<file path="src/rtl/uart_rx_param.sv">
// Parametrised UART receiver: oversampled start/data/parity/stop decoding,
// runtime baud divisor, valid/ready delivery with sticky overrun flag.
// Optional build macro UART_RX_MAJORITY_EN selects 2-of-3 majority bit voting
// around mid-bit instead of a single mid-bit sample.
module uart_rx_param #(
  parameter int unsigned DATA_BITS  = 8,
  parameter int unsigned OVERSAMPLE = 16,
  parameter int unsigned DIV_W      = 16
) (
  input  logic                 clk,
  input  logic                 reset,
  input  logic [DIV_W-1:0]     baud_div,
  input  logic [1:0]           parity_mode,
  input  logic                 two_stop,
  input  logic                 rx_en,
  input  logic                 rxd,
  input  logic                 rx_ready,
  output logic [DATA_BITS-1:0] rx_data,
  output logic                 rx_valid,
  output logic                 rx_perror,
  output logic                 rx_ferror,
  output logic                 rx_overrun,
  output logic                 busy
);

  localparam int unsigned CNT_W = $clog2(OVERSAMPLE);
  localparam int unsigned BIT_W = 4;
`ifdef UART_RX_MAJORITY_EN
  localparam int unsigned DEC_PT = OVERSAMPLE / 2;
`else
  localparam int unsigned DEC_PT = OVERSAMPLE / 2 - 1;
`endif

  typedef enum logic [2:0] {
    IDLE   = 3'd0,
    START  = 3'd1,
    DATA   = 3'd2,
    PARITY = 3'd3,
    STOP   = 3'd4
  } state_t;

  state_t               state_q, state_d;
  logic                 rxd_m, rxd_s;
  logic [DIV_W-1:0]     div_cnt, baud_q, div_reload_c;
  logic [CNT_W-1:0]     samp_cnt;
  logic [BIT_W-1:0]     bit_cnt;
  logic [1:0]           parity_q;
  logic                 two_stop_q;
  logic [DATA_BITS-1:0] shift_q;
  logic                 perr_q, ferr_q;
  logic                 tick_c, decide_c, bit_c, par_en_c, exp_par_c;
  logic                 start_c, done_c;

  // Two-flop synchronizer for the asynchronous serial line
  always_ff @(posedge clk or posedge reset) begin
    if (reset) begin
      rxd_m <= 1'b1;
      rxd_s <= 1'b1;
    end else begin
      rxd_m <= rxd;
      rxd_s <= rxd_m;
    end
  end

  // Sample-tick down-counter; uses the live divisor only while idle
  assign div_reload_c = (state_q == IDLE) ? baud_div : baud_q;
  assign tick_c       = rx_en && (div_cnt == '0);

  always_ff @(posedge clk or posedge reset) begin
    if (reset) begin
      div_cnt <= '0;
    end else if (!rx_en || div_cnt == '0) begin
      div_cnt <= div_reload_c;
    end else begin
      div_cnt <= div_cnt - DIV_W'(1);
    end
  end

`ifdef UART_RX_MAJORITY_EN
  logic vote_a, vote_b;

  // Capture the two samples preceding the decision point for the vote
  always_ff @(posedge clk or posedge reset) begin
    if (reset) begin
      vote_a <= 1'b1;
      vote_b <= 1'b1;
    end else if (tick_c && state_q != IDLE) begin
      if (samp_cnt == CNT_W'(DEC_PT - 2)) vote_a <= rxd_s;
      if (samp_cnt == CNT_W'(DEC_PT - 1)) vote_b <= rxd_s;
    end
  end

  assign bit_c = (vote_a & vote_b) | (vote_a & rxd_s) | (vote_b & rxd_s);
`else
  assign bit_c = rxd_s;
`endif

  assign decide_c  = tick_c && (state_q != IDLE) && (samp_cnt == CNT_W'(DEC_PT));
  assign par_en_c  = (parity_q == 2'b01) || (parity_q == 2'b10);
  assign exp_par_c = (parity_q == 2'b01) ? (^shift_q) : ~(^shift_q);

  // State register
  always_ff @(posedge clk or posedge reset) begin
    if (reset) state_q <= IDLE;
    else       state_q <= state_d;
  end

  // Next-state logic and per-frame strobes
  always_comb begin
    state_d = state_q;
    start_c = 1'b0;
    done_c  = 1'b0;
    case (state_q)
      IDLE: begin
        if (tick_c && !rxd_s) begin
          state_d = START;
          start_c = 1'b1;
        end
      end
      START: begin
        if (decide_c) state_d = bit_c ? IDLE : DATA;
      end
      DATA: begin
        if (decide_c && bit_cnt == BIT_W'(DATA_BITS - 1))
          state_d = par_en_c ? PARITY : STOP;
      end
      PARITY: begin
        if (decide_c) state_d = STOP;
      end
      STOP: begin
        if (decide_c && (!two_stop_q || bit_cnt == BIT_W'(1))) begin
          state_d = IDLE;
          done_c  = 1'b1;
        end
      end
      default: state_d = IDLE;
    endcase
    if (!rx_en) begin
      state_d = IDLE;
      start_c = 1'b0;
      done_c  = 1'b0;
    end
  end

  // Frame datapath: counters, configuration latch, shift register, error flags
  always_ff @(posedge clk or posedge reset) begin
    if (reset) begin
      samp_cnt   <= '0;
      bit_cnt    <= '0;
      baud_q     <= '0;
      parity_q   <= 2'b00;
      two_stop_q <= 1'b0;
      shift_q    <= '0;
      perr_q     <= 1'b0;
      ferr_q     <= 1'b0;
    end else begin
      if (start_c) begin
        samp_cnt   <= '0;
        baud_q     <= baud_div;
        parity_q   <= parity_mode;
        two_stop_q <= two_stop;
        perr_q     <= 1'b0;
        ferr_q     <= 1'b0;
      end else if (tick_c && state_q != IDLE) begin
        samp_cnt <= samp_cnt + CNT_W'(1);
      end

      if (state_d != state_q)                            bit_cnt <= '0;
      else if (decide_c && (state_q == DATA || state_q == STOP)) bit_cnt <= bit_cnt + BIT_W'(1);

      if (decide_c && state_q == DATA)   shift_q <= {bit_c, shift_q[DATA_BITS-1:1]};
      if (decide_c && state_q == PARITY) perr_q  <= (bit_c != exp_par_c);
      if (decide_c && state_q == STOP && !bit_c) ferr_q <= 1'b1;
    end
  end

  // Delivery registers and valid/ready handshake with sticky overrun
  always_ff @(posedge clk or posedge reset) begin
    if (reset) begin
      rx_data    <= '0;
      rx_valid   <= 1'b0;
      rx_perror  <= 1'b0;
      rx_ferror  <= 1'b0;
      rx_overrun <= 1'b0;
      busy       <= 1'b0;
    end else begin
      busy <= (state_d != IDLE);
      if (done_c) begin
        rx_data   <= shift_q;
        rx_perror <= perr_q;
        rx_ferror <= ferr_q | ~bit_c;
        rx_valid  <= 1'b1;
        if (rx_valid && !rx_ready) rx_overrun <= 1'b1;
        else if (rx_valid)         rx_overrun <= 1'b0;
      end else if (rx_valid && rx_ready) begin
        rx_valid   <= 1'b0;
        rx_overrun <= 1'b0;
      end
    end
  end

endmodule

</file>
<file path="config.mk">
export PLATFORM = sky130hd
export DESIGN_NAME = uart_rx_param
export DESIGN_NICKNAME = d
export VERILOG_FILES = /design/src/rtl/uart_rx_param.sv
export SDC_FILE = /design/constraint.sdc
export NUM_CORES = 1
export LEC_CHECK = 0
export CAP_MARGIN = 20
export CORE_ASPECT_RATIO = 1.1
export CORE_MARGIN = 2
export CORE_UTILIZATION = 57
export CTS_CLUSTER_DIAMETER = 30
export DETAILED_ROUTE_END_ITERATION = 10
export PLACE_DENSITY = 0.78
export SYNTH_ARGS = -nofsm -noshare
export SYNTH_HDL_FRONTEND = slang
export SYNTH_SLANG_ARGS = --single-unit
</file>
<file path="constraint.sdc">
create_clock -name clk -period 3.25 [get_ports clk]
set_input_delay 0.65 -clock clk [delete_from_list [all_inputs] [get_ports clk]]
set_output_delay 0.65 -clock clk [all_outputs]
set_load 0.01 [all_outputs]
</file>
==> parameters.txt <==
Parameter                              Value

Worst setup path
  CP top delay family    simple AND/OR/NAND/NOR gates
  Reg2Reg Launch Point    state_q[1]
  Worst path cell trace    or3_1 > and4b_1 > nand4_1 > o311ai_1 > nor4_1
  Launch point of the worst path    state_q[1]
  Combined buffer and inverter count along the critical path    0
  Slowest-stage cell, CP    dfrtp_1
  Critical path peak fanout    15
  Max stage delay on crit path    around 0.62 ns
  Crit. End Element    register
  Required time of the critical path    3.44 ns
  Data arrival time of the worst path    roughly 2.8 ns
  Launching element type of the critical path    register
  Critical path type    register to register

Clock tree
  Worst skew pair latency    0.35 ns
  Max Buffers Root-to-Sink    2
  Number of instances resized during post-cts repair    0
  Level count of the clock H-tree    3
  Clock transition at path regs    0.08 ns
  Total number of clock tree sinks    71
  Cts bufs inserted    9
  # hold bufs at CTS    0
  Clock tree from TritonCTS    done
  Post-CTS Setup Inserts    0
  CTS root buf    clkbuf_8

Power and ir drop
  Part of the total power dissipated in sequential elements    approximately half
  Maximum vdd drop    about 0.33 mV
  Share of total power consumed by net switching    23.2%
  Power density over cell area    421 mW/mm^2
  Cell-internal power    about 1.4 mW
  NetSw    422 uW
  Part of the total power dissipated in combinational logic    7.3%
  Total Power Consumption    1.82 mW
  P_leak    1.97 nW
  Clock share of power    41.3%

Global route
  Global-route wire length before repair    12.3 mm
  Leftover overflow at the end of global routing    0
  Number of global-route vias before repair    2702
  Gr usage total    22.9%
  Largest net degree at the start of global routing    30
  Antenna violations before repair    0

Synthesis
  Yosys synthesis warning count    0
  Post-synth net total    379
  Count of unique library cells instantiated by Yosys    50
  Gate count after technology mapping    349
  Post-synth top flop    dfrtp_1
  Sequential share of the synthesized area    48.8%
  Fraction of registers with async set or reset after synthesis    100%
  Count of flip-flops with a built-in enable after synthesis    0
  Top-area cell type share of the netlist area    47.4%
  Number of flip-flops and latches in the synthesized netlist    71
  Synthesized area per cell    approximately 10 um^2
  Total standard cell area after synthesis    0.00364 mm^2
  Top cells by area in the synthesized netlist    dfrtp_1 47%, mux2_2 11%, nand2_1 5.7%
  Area leader, netlist    dfrtp_1

Final layout
  Ant diodes    0
  Most frequent cells in the layout    69 x dfrtp_1, 55 x nand2_1, 36 x mux2_2, 36 x clkdlybuf4s50_1, 21 x nor2_1
  Number of nets in the layout    419
  Area added between synthesis and finish    18.9%
  Final design instance area without fill    roughly 0.0043 mm^2
  Most frequent standard cell in the layout excluding fill and tap cells    dfrtp_1
  Fraction of final layout cells with drive strength greater than 1    a little under 20%

Timing
  Worst max-slew margin expressed relative to the limit    roughly half
  Hold slack    0.361 ns
  Worst setup skew after layout    around 0.014 ns
  Unrepaired setup endpoints after global routing    no
  Final Slew Violations    0
  Maximum achievable frequency    0.386 GHz
  Final number of hold-violating endpoints    0
  Final count of negative-setup-slack endpoints    0
  Tmin final    2.59 ns
  Final total negative setup slack    0 ns
  Worst-Margin Slew    0.751 ns
  Final setup slack of the worst path    0.660 ns
  Share of the cycle needed by the critical path after routing    roughly four fifths

Placed design
  Worst slack, placed    approximately 0.33 ns
  Detail Placement HPWL    just over 5 mm
  Area after DPL    0.00412 mm^2
  Placer Congestion    0.945
  IO buf count    36

Floorplanning
  Die Y-Extent    87.9 um
  Area of the core    0.00619 mm^2
  Horiz. Die Dim    80.2 um
  Initial standard-cell utilization of the core    58.8%
  Boundary Pins    37
  Rows    30
  Die Outline Area    0.00705 mm^2

Route
  Via density per instance    5.79
  Aggregate routed wire length    7.16 mm
  Count of nets left with antenna violations after detail routing    0
  Violation count after the first detailed-routing iteration    253
  Total via count in the routed design    2744
  Number of DRC violations after detailed routing    0
  Average detailed-routed wire length per instance    15.1 um
  Drt pass-1 iters    4

Status
  Status    completed

Run
  Maximum Capacitance Violations    0

Min path
  Min-Delay Path Class    register to register
  Hold Crit Start    rxd_m
-- cell families after synthesis --
group,synth area share [%]
AOI/OAI and AO/OA,7.83
buffers and inverters,3.16
muxes,11.1
DFF,48.8
and+or+nand+nor,21.0
adders and majority gates,2.06
xor gates and xnor gates,6.01
-- cell usage after synthesis (all sizes together), types with 2 or more instances --
| cell type | instances |
|---|---|
| a21oi | 7 |
| a21o | 2 |
| or3 | 2 |
| inv | 8 |
| dfstp | 2 |
| nand3b | 2 |
| nand4 | 9 |
| nor4b | 2 |
| nand2 | 55 |
| o31a | 2 |
| and4 | 2 |
| nor4 | 12 |
| o21ai | 15 |
| ha | 6 |
| buf | 9 |
| nor2b | 2 |
| nand4b | 2 |
| xor2 | 5 |
| a21boi | 2 |
| dfrtp | 69 |
| nand3 | 9 |
| and4b | 2 |
| nor3 | 9 |
| nor2 | 21 |
| xnor2 | 20 |
| a31oi | 11 |
| nand2b | 4 |
| mux2 | 36 |
| clkbuf | 9 |
-- power by group through the flow --
stage / Clock, mW / Sequential (mW) / Combinational (mW)
global route: 0.810 / 0.940 / 0.150
detailed placement: 0 / 0.953 / 0.134
CTS: 0.771 / 0.937 / 0.135
finish: 0.753 / 0.937 / 0.134
global placement: 0 / 0.952 / 0.131
floorplan: 0 / 0.946 / 0.0830
-- final cells by class --
type                            count  area [um^2]
Clock buffer                       10          128
Clock inverter                      6         85.1
Fill cell                         462         1860
Inverter                            8         30.0
Multi-Input combinational cell    252         1750
Sequential cell                    71         1780
Tap cell                           80          100
Timing Repair Buffer               47          455
-- final timing paths --
check / to / slack [ns] / cells past startpoint
min in group asynchronous: baud_q[13] / 0.70 / 2
max in group asynchronous: rx_valid / 1.78 / 3
min reg2reg: bit_c / 0.36 / 0
min: bit_c / 0.36 / 0
max: bit_cnt[2] / 0.66 / 5
max reg2reg: bit_cnt[2] / 0.66 / 5
-- sequential cells by signal, indices dropped and copies added (netlist names), 2 cells and up --
| register | count |
|---|---|
| baud_q | 16 |
| bit_cnt | 4 |
| div_cnt | 16 |
| parity_q | 2 |
| rx_data | 8 |
| samp_cnt | 4 |
| shift_q | 8 |
| state_q | 3 |
-- through the flow --
| stage | cells | utilization [%] |
|---|---|---|
| detailed placement | 458 | 66.5 |
| floorplan | 349 | - |
| finish | 474 | 69.9 |
| CTS | 474 | 69.9 |
| global placement | 458 | 66.5 |
| global route | 474 | 69.9 |
-- routing by layer --
layer  routed length, um  track usage (%)  part of all wire, %
met1                3170             28.4                   44
met2                3470             37.3                   48
met3                 348             6.60                  4.9
met4                 180             10.3                  2.5
met5                   0                0                    0
No activity file was read; power rests on OpenSTA's default activity.
